<file path="config.mk">
export PLATFORM = sky130hd
export DESIGN_NAME = map_scan_tx
export DESIGN_NICKNAME = d
export VERILOG_FILES = /design/src/rtl/map_scan_tx.sv
export SDC_FILE = /design/constraint.sdc
export NUM_CORES = 1
export LEC_CHECK = 0
export ABC_CLOCK_PERIOD_IN_PS = 28000
export BUFFER_PORTS_ARGS = -buffer_cell sky130_fd_sc_hd__buf_2
export CORE_UTILIZATION = 35
export CTS_BUF_LIST = sky130_fd_sc_hd__clkbuf_8
export DETAILED_ROUTE_END_ITERATION = 12
export SYNTH_ARGS = -nofsm -noshare
export SYNTH_HDL_FRONTEND = slang
export SYNTH_SLANG_ARGS = --single-unit
</file>
<file path="constraint.sdc">
create_clock -name clk -period 28 [get_ports clk]
set_clock_uncertainty 0.05 [all_clocks]
set_input_delay 2.8 -clock clk [delete_from_list [all_inputs] [get_ports clk]]
set_output_delay 2.8 -clock clk [all_outputs]
set_load 0.03 [all_outputs]
</file>
<file path="src/rtl/map_scan_tx.sv">
// Snapshots the 256-cell map and scans it row by row into a 16-bit column shift register plus row decoder.
// Optional build macro MAP_SCAN_CURSOR_EN XORs a blinking edit cursor into the snapshot.
module map_scan_tx #(
    parameter int CLK_DIV  = 2,
    parameter int ROW_HOLD = 1000
) (
    input  logic         clk,
    input  logic         rst_n,
    input  logic [255:0] map,
    input  logic         start,
    input  logic [3:0]   cursor_x,
    input  logic [3:0]   cursor_y,
    input  logic         blink,
    output logic         busy,
    output logic         frame_done,
    output logic         ser_clk,
    output logic         ser_data,
    output logic         ser_latch,
    output logic [3:0]   row_sel,
    output logic         row_en
);

    typedef enum logic [2:0] {IDLE, LOAD, SHIFT, LATCH, HOLD, DONE} state_t;

    localparam logic [7:0]  DIV_LAST  = 8'(CLK_DIV - 1);
    localparam logic [15:0] HOLD_LAST = 16'(ROW_HOLD - 1);

    state_t        state, state_nx;
    logic [255:0]  snap;
    logic [255:0]  load_val;
    logic [3:0]    row, row_nx;
    logic [3:0]    bit_cnt, bit_nx;
    logic [7:0]    div_cnt, div_nx;
    logic [15:0]   hold_cnt, hold_nx;
    logic          sclk_nx, sdat_nx, slat_nx, ren_nx, busy_nx, done_nx;
    logic [3:0]    rsel_nx;
    logic [3:0]    next_col;
    logic [3:0]    row_inc;

`ifdef MAP_SCAN_CURSOR_EN
    assign load_val = map ^ (256'(blink) << {cursor_y, cursor_x});
`else
    logic unused_cursor;
    assign unused_cursor = ^{cursor_x, cursor_y, blink};
    assign load_val      = map;
`endif

    assign next_col = 4'd14 - bit_cnt;
    assign row_inc  = row + 4'd1;

    // Every output is computed one cycle ahead here so the ports come straight from flops.
    always_comb begin
        state_nx = state;
        row_nx   = row;
        bit_nx   = bit_cnt;
        div_nx   = div_cnt;
        hold_nx  = hold_cnt;
        sclk_nx  = ser_clk;
        sdat_nx  = ser_data;
        slat_nx  = ser_latch;
        rsel_nx  = row_sel;
        ren_nx   = row_en;
        busy_nx  = busy;
        done_nx  = 1'b0;
        case (state)
            IDLE: begin
                busy_nx = 1'b0;
                if (start) begin
                    state_nx = LOAD;
                    busy_nx  = 1'b1;
                end
            end
            LOAD: begin
                state_nx = SHIFT;
                row_nx   = 4'd0;
                bit_nx   = 4'd0;
                div_nx   = 8'd0;
                sclk_nx  = 1'b0;
                sdat_nx  = load_val[15];
            end
            SHIFT: begin
                if (div_cnt == DIV_LAST) begin
                    div_nx = 8'd0;
                    if (!ser_clk) begin
                        sclk_nx = 1'b1;
                    end else begin
                        sclk_nx = 1'b0;
                        if (bit_cnt == 4'd15) begin
                            state_nx = LATCH;
                            slat_nx  = 1'b1;
                        end else begin
                            bit_nx  = bit_cnt + 4'd1;
                            sdat_nx = snap[{row, next_col}];
                        end
                    end
                end else begin
                    div_nx = div_cnt + 8'd1;
                end
            end
            LATCH: begin
                if (div_cnt == DIV_LAST) begin
                    div_nx   = 8'd0;
                    slat_nx  = 1'b0;
                    state_nx = HOLD;
                    ren_nx   = 1'b1;
                    rsel_nx  = row;
                    hold_nx  = 16'd0;
                end else begin
                    div_nx = div_cnt + 8'd1;
                end
            end
            HOLD: begin
                if (hold_cnt == HOLD_LAST) begin
                    ren_nx = 1'b0;
                    if (row == 4'd15) begin
                        state_nx = DONE;
                        busy_nx  = 1'b0;
                        done_nx  = 1'b1;
                    end else begin
                        state_nx = SHIFT;
                        row_nx   = row_inc;
                        bit_nx   = 4'd0;
                        div_nx   = 8'd0;
                        sdat_nx  = snap[{row_inc, 4'd15}];
                    end
                end else begin
                    hold_nx = hold_cnt + 16'd1;
                end
            end
            DONE: begin
                state_nx = IDLE;
                busy_nx  = 1'b0;
            end
            default: state_nx = IDLE;
        endcase
    end

    always_ff @(posedge clk or negedge rst_n) begin
        if (!rst_n) begin
            state      <= IDLE;
            row        <= 4'd0;
            bit_cnt    <= 4'd0;
            div_cnt    <= 8'd0;
            hold_cnt   <= 16'd0;
            ser_clk    <= 1'b0;
            ser_data   <= 1'b0;
            ser_latch  <= 1'b0;
            row_sel    <= 4'd0;
            row_en     <= 1'b0;
            busy       <= 1'b0;
            frame_done <= 1'b0;
        end else begin
            state      <= state_nx;
            row        <= row_nx;
            bit_cnt    <= bit_nx;
            div_cnt    <= div_nx;
            hold_cnt   <= hold_nx;
            ser_clk    <= sclk_nx;
            ser_data   <= sdat_nx;
            ser_latch  <= slat_nx;
            row_sel    <= rsel_nx;
            row_en     <= ren_nx;
            busy       <= busy_nx;
            frame_done <= done_nx;
        end
    end

    // Snapshot content is irrelevant after reset, so it carries no reset.
    always_ff @(posedge clk) begin
        if (state == LOAD)
            snap <= load_val;
    end

endmodule
</file>
After elaboration in Yosys (flattened, before gate mapping)
Index checks and enable logic that the tools add are counted.

Bits in registers: 301. Bits of input ports: 268. Logic and storage cells: 110.

$add $sub $neg: 5. Magnitude comparators: 2. Eq/ne operators: 19. Mux-type cells: 52. Reduce and logical (&&, ||, !) cells: 19.

Operators by type and width (count): 16-bit two-way mux (2); 16-bit case mux with 2 select lines (1); 4-bit two-way mux (7); 8-bit two-way mux (3); 8-bit case mux with 3 select lines (1); 1-bit two-way mux (21); 3-bit two-way mux (7); 2-bit != test, second input constant (10); 8-bit by 9-bit less-than comparator with 1-bit output, second input constant (2); 16-bit by 1-bit adder with 16-bit output, second input constant (1); 16-bit by 10-bit equality test with 1-bit output, second input constant (1); 3-bit case mux with 5 select lines (1); 3-bit AND reduction (5); 4-bit case mux with 3 select lines (1); 6-bit AND reduction (2); 3-bit nonzero test (3); 4-bit by 1-bit adder with 4-bit output, second input constant (2); 8-bit by 1-bit adder with 8-bit output, second input constant (1); 1-bit binary-select mux with 8-bit select (1); 4-bit equality test, second input constant (2); 8-bit by 1-bit equality test with 1-bit output, second input constant (1); 4-bit case mux with 2 select lines (1); 2-bit nonzero test (4); 3-bit by 2-bit equality test with 1-bit output, second input constant (2); other kinds (10) (15).

Depth between registers and ports, before layout
Word-level depth: 7. Depth in mapped cells: 12. Mapped depth without buffers: 9.

Least setup slack after synthesis
OpenSTA, ideal clock, no wires.

Kind: reg2reg. Start: register state[1]. End: register div_cnt[2]. Setup time: 0.129 ns. Arrival: 20.967 ns. Required time: 27.821 ns. Slack: 6.855 ns. Stages on the path, launching flop included: 10. Cells stage by stage: dfrtp_1 > clkbuf_1 > nor3b_1 > a21oi_1 > or2_2 > clkbuf_1 > and2_1 > clkbuf_1 > o21ai_0 > o21ai_0.

Longest elaborated chain between the ends: 4. Elaborated cells on any way between the ends: 10. Those cells by class: eq/ne: 6; mux: 1; reduce/logical: 3.

RTL lines: from (decl) (RTL line 28) `state_t state, state_nx;`; from (signal assigned) (RTL line 153) `state <= state_nx;`; 3-bit by 2-bit equality test with 1-bit output (RTL line 65) `case (state)`; 2-bit OR reduction (no line); 3-bit nonzero test (no line); 3-bit AND reduction (no line); to (signal assigned) (RTL line 156) `div_cnt <= div_nx;`; to (decl) (RTL line 33) `logic [7:0] div_cnt, div_nx;`.

Several ways; a longest one is shown, not always the timed one. A chain may end at the register's enable or synchronous reset.

Worst setup path in the final report
Start: register bit_cnt[0]. End: register ser_data.

Longest elaborated chain between the ends: 7. Elaborated cells on any way between the ends: 10. Those cells by class: add/sub: 1; eq/ne: 2; mux: 6; reduce/logical: 1.

RTL lines: from (decl) (RTL line 32) `logic [3:0] bit_cnt, bit_nx;`; from (signal assigned) (RTL line 155) `bit_cnt <= bit_nx;`; 4-bit subtractor (RTL line 48) `assign next_col = 4'd14 - bit_cnt;`; 1-bit binary-select mux with 8-bit select (RTL line 93) `sdat_nx = snap[{row, next_col}];`; 1-bit two-way mux (not written as such) (RTL line 93); 1-bit two-way mux (RTL line 88) `if (bit_cnt == 4'd15) begin`; 1-bit two-way mux (RTL line 84) `if (!ser_clk) begin`; 1-bit two-way mux (RTL line 82) `if (div_cnt == DIV_LAST) begin`; 1-bit case mux with 3 select lines (RTL line 65); to (signal assigned) (RTL line 159) `ser_data <= sdat_nx;`; to (decl) (RTL line 17) `output logic ser_data,`.

Several ways; a longest one is shown, not always the timed one. The select of a mux whose other input is x is not followed.

==> run_results.csv <==
group,metric,value,unit
synth,synth_flop_cell,"edfxtp_1",
power,switching_power,0.376,mW
final_layout,stdcell_count,1493,
synth,ys_warn_count,0,
drt,first_pass_iters,4,
drt,vias_per_cell,4.89,
floorplan,die_h,190,µm
setup_path,crit_arrival,4.88,ns
setup_path,cp.depth,9,
setup_path,critPathLaunchType,"register",
sta,worst_pin_slew,1.09,ns
final_layout,final_area,15200,µm²
global_route,grt_pass1_wl,44600,µm
clocking,cts_setup_buffers,0,
place,hpwl,19800,µm
global_route,grt_pass1_vias,7620,
global_route,grt_max_degree,201,
synth,synth_area,12400,µm²
floorplan,ioPinCount,278,
hold_path,min_path_type,"reg2reg",
drt,wl_met3,1950,µm
synth,synth_edf_count,256,
setup_path,r2r_slack,23.56,ns
sta,max_freq,0.225,GHz
setup_path,slowest_stage,"xor2_4",
synth,async_flop_share,15.0,%
synth,synth_seq_area_share,71.2,%
drt,num_vias,7307,
synth,synth_top_area_share,62.1,%
power,leakagePower,5.75,nW
place,placed_area,14200,µm²
floorplan,num_rows,68,
power,internal-power,0.895,mW
sta,tns,0,ns
place,io_buffers,268,
power,pwr-share-seq,46.4,%
clocking,cts_hold_buf,0,
power,clkPwrFrac,29.3,%
synth,synth.most_common_cell,"edfxtp_1",
drt,wl_met1,12400,µm
clocking,cts.path.max_buffers,3,
clocking,cts_root_buf,"clkbuf_8",
global_route,grt_usage,16.8,%
setup_path,crit_chain,"buf_4 > ha_2 > xor2_4 > mux4_1 > mux4_2 > nor2_1 > nor4_1 > a2111oi_0 > o41ai_1",
drt,drtAntennaViolNets,0,
setup_path,r2r_start,"bit_cnt[0]",
setup_path,r2r_cells,9,
setup_path,crit_family,"multiplexers",
sta,hold_violations,0,
place,routabilityCongestion,0.785,
clocking,cts_resized,0,
setup_path,worst_ep_required_time,28.44,ns
synth,yosysTopAreaCell,"edfxtp_1",
clocking,clk_pin_slew,0.06,ns
setup_path,worstPathMaxFanout,55,
setup_path,critPathBufInv,1,
global_route,overflow,0,
setup_path,critPathKind,"reg2reg",
power,power_density,83.6,nW/µm²
power,sw_frac_of_total,29.6,%
synth,ys_types,61,
power,comb_power_share,24.3,%
sta,drv_slew,0,
synth,ys_ff_latch,301,
final_layout,area.growth.synth_to_final,22.8,%
setup_path,crit_end,"ser_data",
sta,hold_slack,0.448,ns
drt,wire_per_inst,19.8,µm
clocking,clock-sinks,301,
sta,fin_crit,4.44,ns
global_route,antenna_found_initial,9,
synth,synth_area_leaders,"edfxtp_1 62%, mux4_2 11%, dfrtp_1 9.1%, mux2i_1 1.7%, nand2_1 1.4%",
final_layout,layout.nets,1264,
setup_path,end_kind,"register",
final_layout,layout-drive-gt1-share,41.0,%
drt,routed.top_layer,"met5",
clocking,cts_tree,"done",
drt,drc,0,
sta,relSlewSlack,27.3,%
setup_path,max_stage_delay,0.88,ns
synth,synthesis.nets,972,
floorplan,dieArea,36100,µm²
outcome,status,"completed",
synth,postSynthCellCount,699,
synth,synthTopCellsByCount,"256 x edfxtp_1, 58 x mux4_2, 46 x nand2_1",
setup_path,critPathLaunch,"bit_cnt[0]",
sta,fin_crit_sh,15.9,%
floorplan,dieWidth,190,µm
place,numPlacedInstances,1393,
sta,finalSetupViolations,0,
clocking,cts_made_buffers,51,
drt,dr_wl_met2,14400,µm
drt,wl,29600,µm
power,ir_drop,0.0000494,V
floorplan,core,34700,µm²
synth,syn_area_per_cell,17.7,µm²
clocking,clock_latency,0.61,ns
sta,grt_setup_unrepaired,"no",
clocking,htreeDepth,2,
drt,drtIter0Drc,436,
floorplan,start_util,35.7,%
run,maxCapViolCount,0,
setup_path,r2r-end,"ser_data",
==> area by class of cell <==
cell class              instances  area, µm²
fillers                      3187      19500
flip-flops and latches        301       8810
multi-input cells             355       3400
repair buffers                277       1420
clock buffers                  56        771
well taps                     455        569
clock inverters                38        188
inverters                       5       18.8
diodes                          6       15.0
==> layout by cell type (no fill, tap or decap), types with 9 or more instances in the layout <==
cell type and n:
nand4_1 9, clkinv_1 12, nand2_1 46, o21ai_0 26, dfrtp_1 44, nor3_1 10
nor2_1 33, nand3_1 16, xor2_1 13, buf_2 268, inv_1 21, mux2_2 9
mux4_2 58, mux2i_1 21, clkbuf_8 56, edfxtp_1 256
==> how the worst min path moves through the flow <==
| stage | startpoint | to | cells after the start |
|---|---|---|---|
| after floorplan | div_cnt[2] | div_cnt[2] | 1 |
| after global placement | row_en | row_en | 1 |
| after detailed placement | busy | busy | 1 |
| after CTS | row_en | row_en | 1 |
| after global routing | row_en | row_en | 1 |
| final | row_en | row_en | 1 |
==> routing by layer <==
| metal | track usage [%] | vias to the layer above |
|---|---|---|
| li1 | - | 3402 |
| met1 | 21.4 | 3586 |
| met2 | 26.8 | 252 |
| met3 | 4.19 | 61 |
| met4 | 8.03 | 6 |
| met5 | 0 | - |
==> sequential cells by signal, summed over array words and instances (netlist names) <==
signal	flops
hold_cnt	16
row	4
frame_done	1
div_cnt	8
ser_data	1
snap	256
ser_clk	1
row_en	1
bit_cnt	4
row_sel	4
busy	1
state	3
ser_latch	1
==> power by group through the flow <==
stage / clock network (mW) / logic (mW) / registers, mW
6_report: 0.372 / 0.309 / 0.589
5_1_grt: 0.404 / 0.341 / 0.595
4_1_cts: 0.385 / 0.318 / 0.590
3_5_place_dp: 0 / 0.318 / 0.599
3_3_place_gp: 0 / 0.315 / 0.596
2_1_floorplan: 0 / 0.225 / 0.635
==> cell families after synthesis <==
group / after synthesis / synth area share, %
buffers and inverters: 43 / 1.71
AOI/OAI and AO/OA: 67 / 3.66
adders and majority gates: 5 / 0.505
and+or+nand+nor: 167 / 6.93
xor gates and xnor gates: 21 / 1.61
muxes: 95 / 14.4
DFF: 301 / 71.2
==> metrics by stage <==
| step | power [mW] | worst slack (ns) | util (%) |
|---|---|---|---|
| global placement | 0.911 | 23.54 | 41.0 |
| global route | 1.34 | 23.25 | 43.8 |
| detailed placement | 0.917 | 23.50 | 41.0 |
| CTS | 1.29 | 23.46 | 43.8 |
| finish | 1.27 | 23.56 | 43.8 |
| floorplan | 0.860 | 6.85 | - |
Note: power is estimated with default switching activity, not from simulation.
